**src/rtl/bus_test_master.sv**
```systemverilog
// bus_test_master
//
// Synthesizable write-then-read-back test master for an active-low
// strobe / active-low ready memory bus. On start it writes pattern(index)
// to NUM_WORDS consecutive addresses beginning at BASE_ADDR. It then reads
// every location back and compares each one against the same pattern. It
// reports a saturating error count (mismatches plus ready timeouts) and a
// pass flag.
//
// Optional feature (compile-time macro BUS_TEST_INV_PASS_EN):
//   when defined, a second write/read sweep follows using the inverted
//   pattern ~index, so that stuck-at-0 bits the first sweep misses are seen.
//
// Ports:
//   clk          in   clock
//   rst          in   synchronous active-high reset
//   start        in   one-cycle request to run the test (ignored while busy)
//   busy         out  test in progress
//   done         out  sticky completion flag, cleared by next start or rst
//   pass         out  valid while done: no mismatches and no timeouts
//   err_count    out  mismatches plus timeouts, saturating
//   timeout_seen out  sticky, set by any aborted access
//   addr         out  bus address
//   wdata        out  write data
//   data_oe      out  write data drive enable
//   rdata        in   read data
//   rw           out  1 = read, 0 = write
//   strb         out  active-low access strobe
//   rdy          in   active-low slave ready
module bus_test_master #(
    parameter int ADDR_W    = 8,
    parameter int DATA_W    = 16,
    parameter int NUM_WORDS = 10,
    parameter int BASE_ADDR = 0,
    parameter int TIMEOUT   = 15,
    parameter int ERR_W     = 8
) (
    input  logic              clk,
    input  logic              rst,
    input  logic              start,
    output logic              busy,
    output logic              done,
    output logic              pass,
    output logic [ERR_W-1:0]  err_count,
    output logic              timeout_seen,
    output logic [ADDR_W-1:0] addr,
    output logic [DATA_W-1:0] wdata,
    output logic              data_oe,
    input  logic [DATA_W-1:0] rdata,
    output logic              rw,
    output logic              strb,
    input  logic              rdy
);

    typedef enum logic [2:0] {
        S_IDLE,
        S_W_STRB,
        S_W_WAIT,
        S_R_STRB,
        S_R_WAIT,
        S_DONE
    } state_t;

    localparam logic [ADDR_W-1:0] BASE     = ADDR_W'(BASE_ADDR);
    localparam logic [ADDR_W-1:0] LAST_IDX = ADDR_W'(NUM_WORDS - 1);
    localparam int                WAIT_W   = (TIMEOUT > 1) ? $clog2(TIMEOUT) : 1;
    localparam logic [WAIT_W-1:0] LAST_WAIT = WAIT_W'(TIMEOUT - 1);

    // Pattern for a given index, optionally inverted for the second sweep.
    function automatic logic [DATA_W-1:0] pattern(input logic [ADDR_W-1:0] idx,
                                                  input logic inv);
        logic [DATA_W-1:0] p;
        p = DATA_W'(idx);
        return inv ? ~p : p;
    endfunction

    // Error counter increment that sticks at all-ones.
    function automatic logic [ERR_W-1:0] sat_inc(input logic [ERR_W-1:0] c);
        return (c == '1) ? c : c + ERR_W'(1);
    endfunction

    state_t            state_q, state_d;
    logic [ADDR_W-1:0] addr_q, addr_d;
    logic [DATA_W-1:0] wdata_q, wdata_d;
    logic              data_oe_q, data_oe_d;
    logic              rw_q, rw_d;
    logic              strb_q, strb_d;
    logic              busy_q, busy_d;
    logic              done_q, done_d;
    logic              pass_q, pass_d;
    logic [ERR_W-1:0]  err_q, err_d;
    logic              tmo_q, tmo_d;
    logic [ADDR_W-1:0] idx_q, idx_d;
    logic [WAIT_W-1:0] wait_q, wait_d;

    // Which sweep is running: 0 = plain pattern, 1 = inverted pattern.
    logic              cur_inv;
`ifdef BUS_TEST_INV_PASS_EN
    logic              inv_q, inv_d;
    assign cur_inv = inv_q;
`else
    assign cur_inv = 1'b0;
`endif

    // Request to put the next access on the bus (STRB cycle outputs).
    logic              launch;
    logic              launch_rd;
    logic [ADDR_W-1:0] launch_idx;
    logic              launch_inv;
    logic              access_end;

    // Next-state logic. Every access is a one-cycle STRB followed by WAIT
    // cycles. The STRB outputs for the next access are registered at the
    // same edge that ends the previous access (or accepts start), so the
    // bus never has an idle cycle between back-to-back accesses.
    always_comb begin
        state_d    = state_q;
        addr_d     = addr_q;
        wdata_d    = wdata_q;
        data_oe_d  = data_oe_q;
        rw_d       = rw_q;
        strb_d     = strb_q;
        busy_d     = busy_q;
        done_d     = done_q;
        pass_d     = pass_q;
        err_d      = err_q;
        tmo_d      = tmo_q;
        idx_d      = idx_q;
        wait_d     = wait_q;
`ifdef BUS_TEST_INV_PASS_EN
        inv_d      = inv_q;
`endif
        launch     = 1'b0;
        launch_rd  = 1'b0;
        launch_idx = idx_q;
        launch_inv = cur_inv;
        access_end = 1'b0;

        case (state_q)
            S_IDLE, S_DONE: begin
                if (start) begin
                    err_d      = '0;
                    tmo_d      = 1'b0;
                    done_d     = 1'b0;
                    pass_d     = 1'b0;
                    busy_d     = 1'b1;
                    launch     = 1'b1;
                    launch_rd  = 1'b0;
                    launch_idx = '0;
                    launch_inv = 1'b0;
`ifdef BUS_TEST_INV_PASS_EN
                    inv_d      = 1'b0;
`endif
                end
            end
            S_W_STRB: begin
                state_d = S_W_WAIT;
                strb_d  = 1'b1;
                wait_d  = '0;
            end
            S_R_STRB: begin
                state_d = S_R_WAIT;
                strb_d  = 1'b1;
                wait_d  = '0;
            end
            S_W_WAIT, S_R_WAIT: begin
                // Ready wins over timeout when both happen on the same edge.
                if (!rdy) begin
                    access_end = 1'b1;
                    if ((state_q == S_R_WAIT) && (rdata != pattern(idx_q, cur_inv))) begin
                        err_d = sat_inc(err_q);
                    end
                end else if (wait_q == LAST_WAIT) begin
                    access_end = 1'b1;
                    err_d      = sat_inc(err_q);
                    tmo_d      = 1'b1;
                end else begin
                    wait_d = wait_q + WAIT_W'(1);
                end

                if (access_end) begin
                    if (idx_q != LAST_IDX) begin
                        launch     = 1'b1;
                        launch_rd  = (state_q == S_R_WAIT);
                        launch_idx = idx_q + ADDR_W'(1);
                    end else if (state_q == S_W_WAIT) begin
                        launch     = 1'b1;
                        launch_rd  = 1'b1;
                        launch_idx = '0;
`ifdef BUS_TEST_INV_PASS_EN
                    end else if (!inv_q) begin
                        launch     = 1'b1;
                        launch_rd  = 1'b0;
                        launch_idx = '0;
                        launch_inv = 1'b1;
                        inv_d      = 1'b1;
`endif
                    end else begin
                        state_d   = S_DONE;
                        busy_d    = 1'b0;
                        done_d    = 1'b1;
                        data_oe_d = 1'b0;
                        pass_d    = (err_d == '0) && !tmo_d;
                    end
                end
            end
            default: begin
                state_d = S_IDLE;
            end
        endcase

        if (launch) begin
            state_d   = launch_rd ? S_R_STRB : S_W_STRB;
            idx_d     = launch_idx;
            addr_d    = BASE + launch_idx;
            rw_d      = launch_rd;
            strb_d    = 1'b0;
            data_oe_d = !launch_rd;
            if (!launch_rd) begin
                wdata_d = pattern(launch_idx, launch_inv);
            end
        end
    end

    // State and output registers; reset aborts any access in flight.
    always_ff @(posedge clk) begin
        if (rst) begin
            state_q   <= S_IDLE;
            addr_q    <= '0;
            wdata_q   <= '0;
            data_oe_q <= 1'b0;
            rw_q      <= 1'b0;
            strb_q    <= 1'b1;
            busy_q    <= 1'b0;
            done_q    <= 1'b0;
            pass_q    <= 1'b0;
            err_q     <= '0;
            tmo_q     <= 1'b0;
            idx_q     <= '0;
            wait_q    <= '0;
`ifdef BUS_TEST_INV_PASS_EN
            inv_q     <= 1'b0;
`endif
        end else begin
            state_q   <= state_d;
            addr_q    <= addr_d;
            wdata_q   <= wdata_d;
            data_oe_q <= data_oe_d;
            rw_q      <= rw_d;
            strb_q    <= strb_d;
            busy_q    <= busy_d;
            done_q    <= done_d;
            pass_q    <= pass_d;
            err_q     <= err_d;
            tmo_q     <= tmo_d;
            idx_q     <= idx_d;
            wait_q    <= wait_d;
`ifdef BUS_TEST_INV_PASS_EN
            inv_q     <= inv_d;
`endif
        end
    end

    assign busy         = busy_q;
    assign done         = done_q;
    assign pass         = pass_q;
    assign err_count    = err_q;
    assign timeout_seen = tmo_q;
    assign addr         = addr_q;
    assign wdata        = wdata_q;
    assign data_oe      = data_oe_q;
    assign rw           = rw_q;
    assign strb         = strb_q;

endmodule

```
**config.mk**
```make
export PLATFORM = sky130hd
export DESIGN_NAME = bus_test_master
export DESIGN_NICKNAME = d
export VERILOG_FILES = /design/src/rtl/bus_test_master.sv
export SDC_FILE = /design/constraint.sdc
export NUM_CORES = 1
export LEC_CHECK = 0
export ABC_AREA = 1
export BUFFER_PORTS_ARGS = -buffer_cell sky130_fd_sc_hd__buf_2
export CORE_MARGIN = 1.5
export CORE_UTILIZATION = 60
export CTS_BUF_LIST = sky130_fd_sc_hd__clkbuf_8
export CTS_CLUSTER_SIZE = 20
export DETAILED_ROUTE_END_ITERATION = 6
export GPL_ROUTABILITY_DRIVEN = 0
export GPL_TIMING_DRIVEN = 0
export PLACE_DENSITY = 0.88
export SLEW_MARGIN = 20
export SYNTH_ARGS = -nofsm -noshare
export SYNTH_HDL_FRONTEND = slang
export SYNTH_SLANG_ARGS = --single-unit
```
**constraint.sdc**
```tcl
create_clock -name clk -period 2.9 [get_ports clk]
set_input_delay 0.58 -clock clk [delete_from_list [all_inputs] [get_ports clk]]
set_output_delay 0.58 -clock clk [all_outputs]
set_load 0.05 [all_outputs]
```
==> qor.tcl <==
set qor(first_iter_violations) 197
set qor(final_report_max_slew_violation_count) 0
set qor(cp.required_ns) 3.13
set qor(layout_commonest_cell) {nand2_1}
set qor(synthesis.yosys.warnings) 0
set qor(floorplan.io_pins) 59
set qor(cpMostUsedCell) {nor2_1}
set qor(skew_ns) 0.009887
set qor(arrival_ns) 2.31
set qor(synth-async-reset-ratio) 0
set qor(cp_slowest_cell) {dfxtp_1}
set qor(grt_overflow_total) 0
set qor(postCtsResizedCells) 0
set qor(fp-row-count) 23
set qor(detailed_place_hpwl_mm) 4.688
set qor(holdCritPathClass) {flop to flop}
set qor(antenna_cells_inserted) 0
set qor(ff2ff_setup_slack_ns) 0.82
set qor(synth-main-ff-cell) {dfxtp_1}
set qor(reg2reg_launch_point) {err_count[0]}
set qor(timing.final.hold_violations) 0
set qor(path_buf_inv) 0
set qor(drt-vias-per-instance) 5.253
set qor(beginning_of_the_worst_hold_path) {wdata[1]}
set qor(design_area_sq_mm) 0.002962
set qor(layout.cells.non_filler) 506
set qor(setup_viol) 0
set qor(cts_post_setup_buffers_inserted) 0
set qor(timing.critical_path.slowest_cell_delay_ns) 0.44
set qor(syn_inst) 391
set qor(placement.io_buffers) 50
set qor(postSynthAreaPerCell_sq_um) 6.474
set qor(fp.dieH_um) 67.95
set qor(fmax_ghz) 0.4798
set qor(cts.hold.buffers_added) 0
set qor(die_area_sq_mm) 0.004617
set qor(worst-slew-pin-transition_ns) 0.6164
set qor(antenna_left) 0
set qor(setup_repair_after_global_routing_missed_its_margin) {no}
set qor(numClockSinks) 38
set qor(postSynthRegisterBits) 38
set qor(critical-path-top-delay-family) {simple AND/OR/NAND/NOR gates}
set qor(place.detailed.instances) 498
set qor(first_global_vias) 2437
set qor(grt_pass1_wl_mm) 10.30
set qor(worstSkewPairLatency_ns) 0.29
set qor(drtPass1Iterations) 5
set qor(final_core_utilization) 0.7351
set qor(antenna_found_initial) 0
set qor(post-route-period-util) 0.7187
set qor(static_leak_uw) 0.001447
set qor(clk_transition_reported_paths_ns) 0.08
set qor(setup_slack_ns) 0.8157
set qor(dr_total_vias) 2658
set qor(max_cap_viol_count) 0
set qor(initial_utilization) 0.6283
set qor(number_of_h_tree_branching_levels) 2
set qor(area.growth.synth_to_final_pct) 17.00
set qor(worst_slew_margin_rel) 0.5857
set qor(combined_area_of_all_synthesized_cells_sq_mm) 0.002531
set qor(grt_util_all_layers) 0.2887
set qor(die_x_um) 67.95
set qor(cts.root.buffer_cell) {clkbuf_8}
set qor(core_area_sq_mm) 0.004029
set qor(postPlaceCellArea_sq_mm) 0.002870
set qor(cp_cell_sequence) {ha_1 > nand3_2 > nor3_4 > xor2_1 > nand3_1 > nand3_1 > nand2_2 > nor2_2 > nand2_1 > nor2_1 > nor2_1 > nor2_1}
set qor(yosysSeqAreaShare) 0.3005
set qor(startpoint_type) {flop}
set qor(timing_worst_setup_path_type) {flop to flop}
set qor(detailedPlace.worstSlack_ns) 0.7203
set qor(avgRoutedWirePerCell_um) 12.43
set qor(layout.cells.most_common_list) {nand2_1, buf_2, inv_1, nor2_1, dfxtp_1}
set qor(critical_path_peak_fanout) 6
set qor(maximum_number_of_pins_on_one_net_before_global_route_repair) 12
set qor(fin_crit_ns) 2.084
set qor(status) {finished, final reports clean}
set qor(clockBufferDepth) 2
set qor(power_density_mw_per_mm2) 416.3
set qor(synth_enable_flop_cells) 0
set qor(remaining_drc_errors) 0
set qor(num-nets-final) 480
set qor(cts_buffers) 5
set qor(cts_tree) {yes}
set qor(worstSetupStartpoint) {err_count[0]}
set qor(ir_drop_mv) 0.3506
set qor(setup_tns_ns) 0
set qor(detail_route.wirelength_mm) 6.291
set qor(setup.worst_path.end_class) {flop}
set qor(drive_above_1_share) 0.2368
set qor(yosys.cell_types.count) 45
-- synthesized netlist by cell type, drive strengths merged (2+ instances only) --
cell	n	area (sq um)
nand2	108	430.4
inv	57	214.0
nor2	45	202.7
dfxtp	38	760.7
nand3	33	180.2
o21ai	26	141.4
a21oi	16	80.08
buf	14	91.33
o22ai	7	43.79
ha	5	62.56
nand3b	5	37.54
nand4	5	31.28
nor3	5	41.29
a22oi	3	22.52
a211oi	2	15.01
a31oi	2	12.51
a32oi	2	17.52
clkinv	2	7.510
xnor2	2	17.52
xor2	2	17.52
-- layout make-up --
type / instances / area (sq um)
clock inverter: 2 / 8.758
fill: 359 / 1067
timing repair buffer: 50 / 250.2
buffer: 16 / 105.1
clock buffer: 6 / 82.58
multi-input combinational: 285 / 1470
inverter: 59 / 221.5
sequential: 38 / 760.7
tap: 50 / 62.56
-- path summary, 6_finish.rpt --
path / to / cells past startpoint
max reg2reg: pass / 12
min: wdata[1] / 2
min reg2reg: wdata[1] / 2
max: pass / 12
-- metrics by stage --
step	power, uW	hold slack, ns
2_1_floorplan	794.0	0.4480
3_3_place_gp	856.5	0.4312
3_5_place_dp	861.1	0.4418
4_1_cts	1232	0.4590
5_1_grt	1287	0.4762
6_report	1233	0.4587
-- flip-flops by register name (all words and copies together), names as in the netlist, 3 cells and up --
signal,count
idx_q,8
wdata,8
state_q,3
err_count,8
wait_q,4
-- worst reg2reg max path, delay by kind of cell, from the launching register on --
kind                     cells  cell delay, ns
AND/OR/NAND/NOR             10            1.12
flip-flops                   1            0.44
XOR/XNOR                     1            0.23
adder cells (fa/ha/maj)      1            0.24
-- metal layers --
metal	up-vias	wire length [um]	track usage
met1	1167	2763	0.3414
met3	16	362	0.04770
met4	0	150	0.1125
li1	1376	-	-
met5	-	0	0
met2	99	3015	0.5170
-- where the power goes --
part,switching (uW),internal (uW)
sequential,14.1,543
clock,191,188
combinational,216,79.7
total,421,811
-- cells by family (layout without fill, tap and decap cells) --
kind of cell,Yosys count,count (layout),synth area share
buf+inv,75,133,0.1290
other cells,1,8,0.001482
fa+ha+maj,5,5,0.02472
flops,38,38,0.3005
simple gates,204,204,0.3747
xor+xnor,4,4,0.01384
compound gates,64,64,0.1557
(Power assumes the default switching activity.)
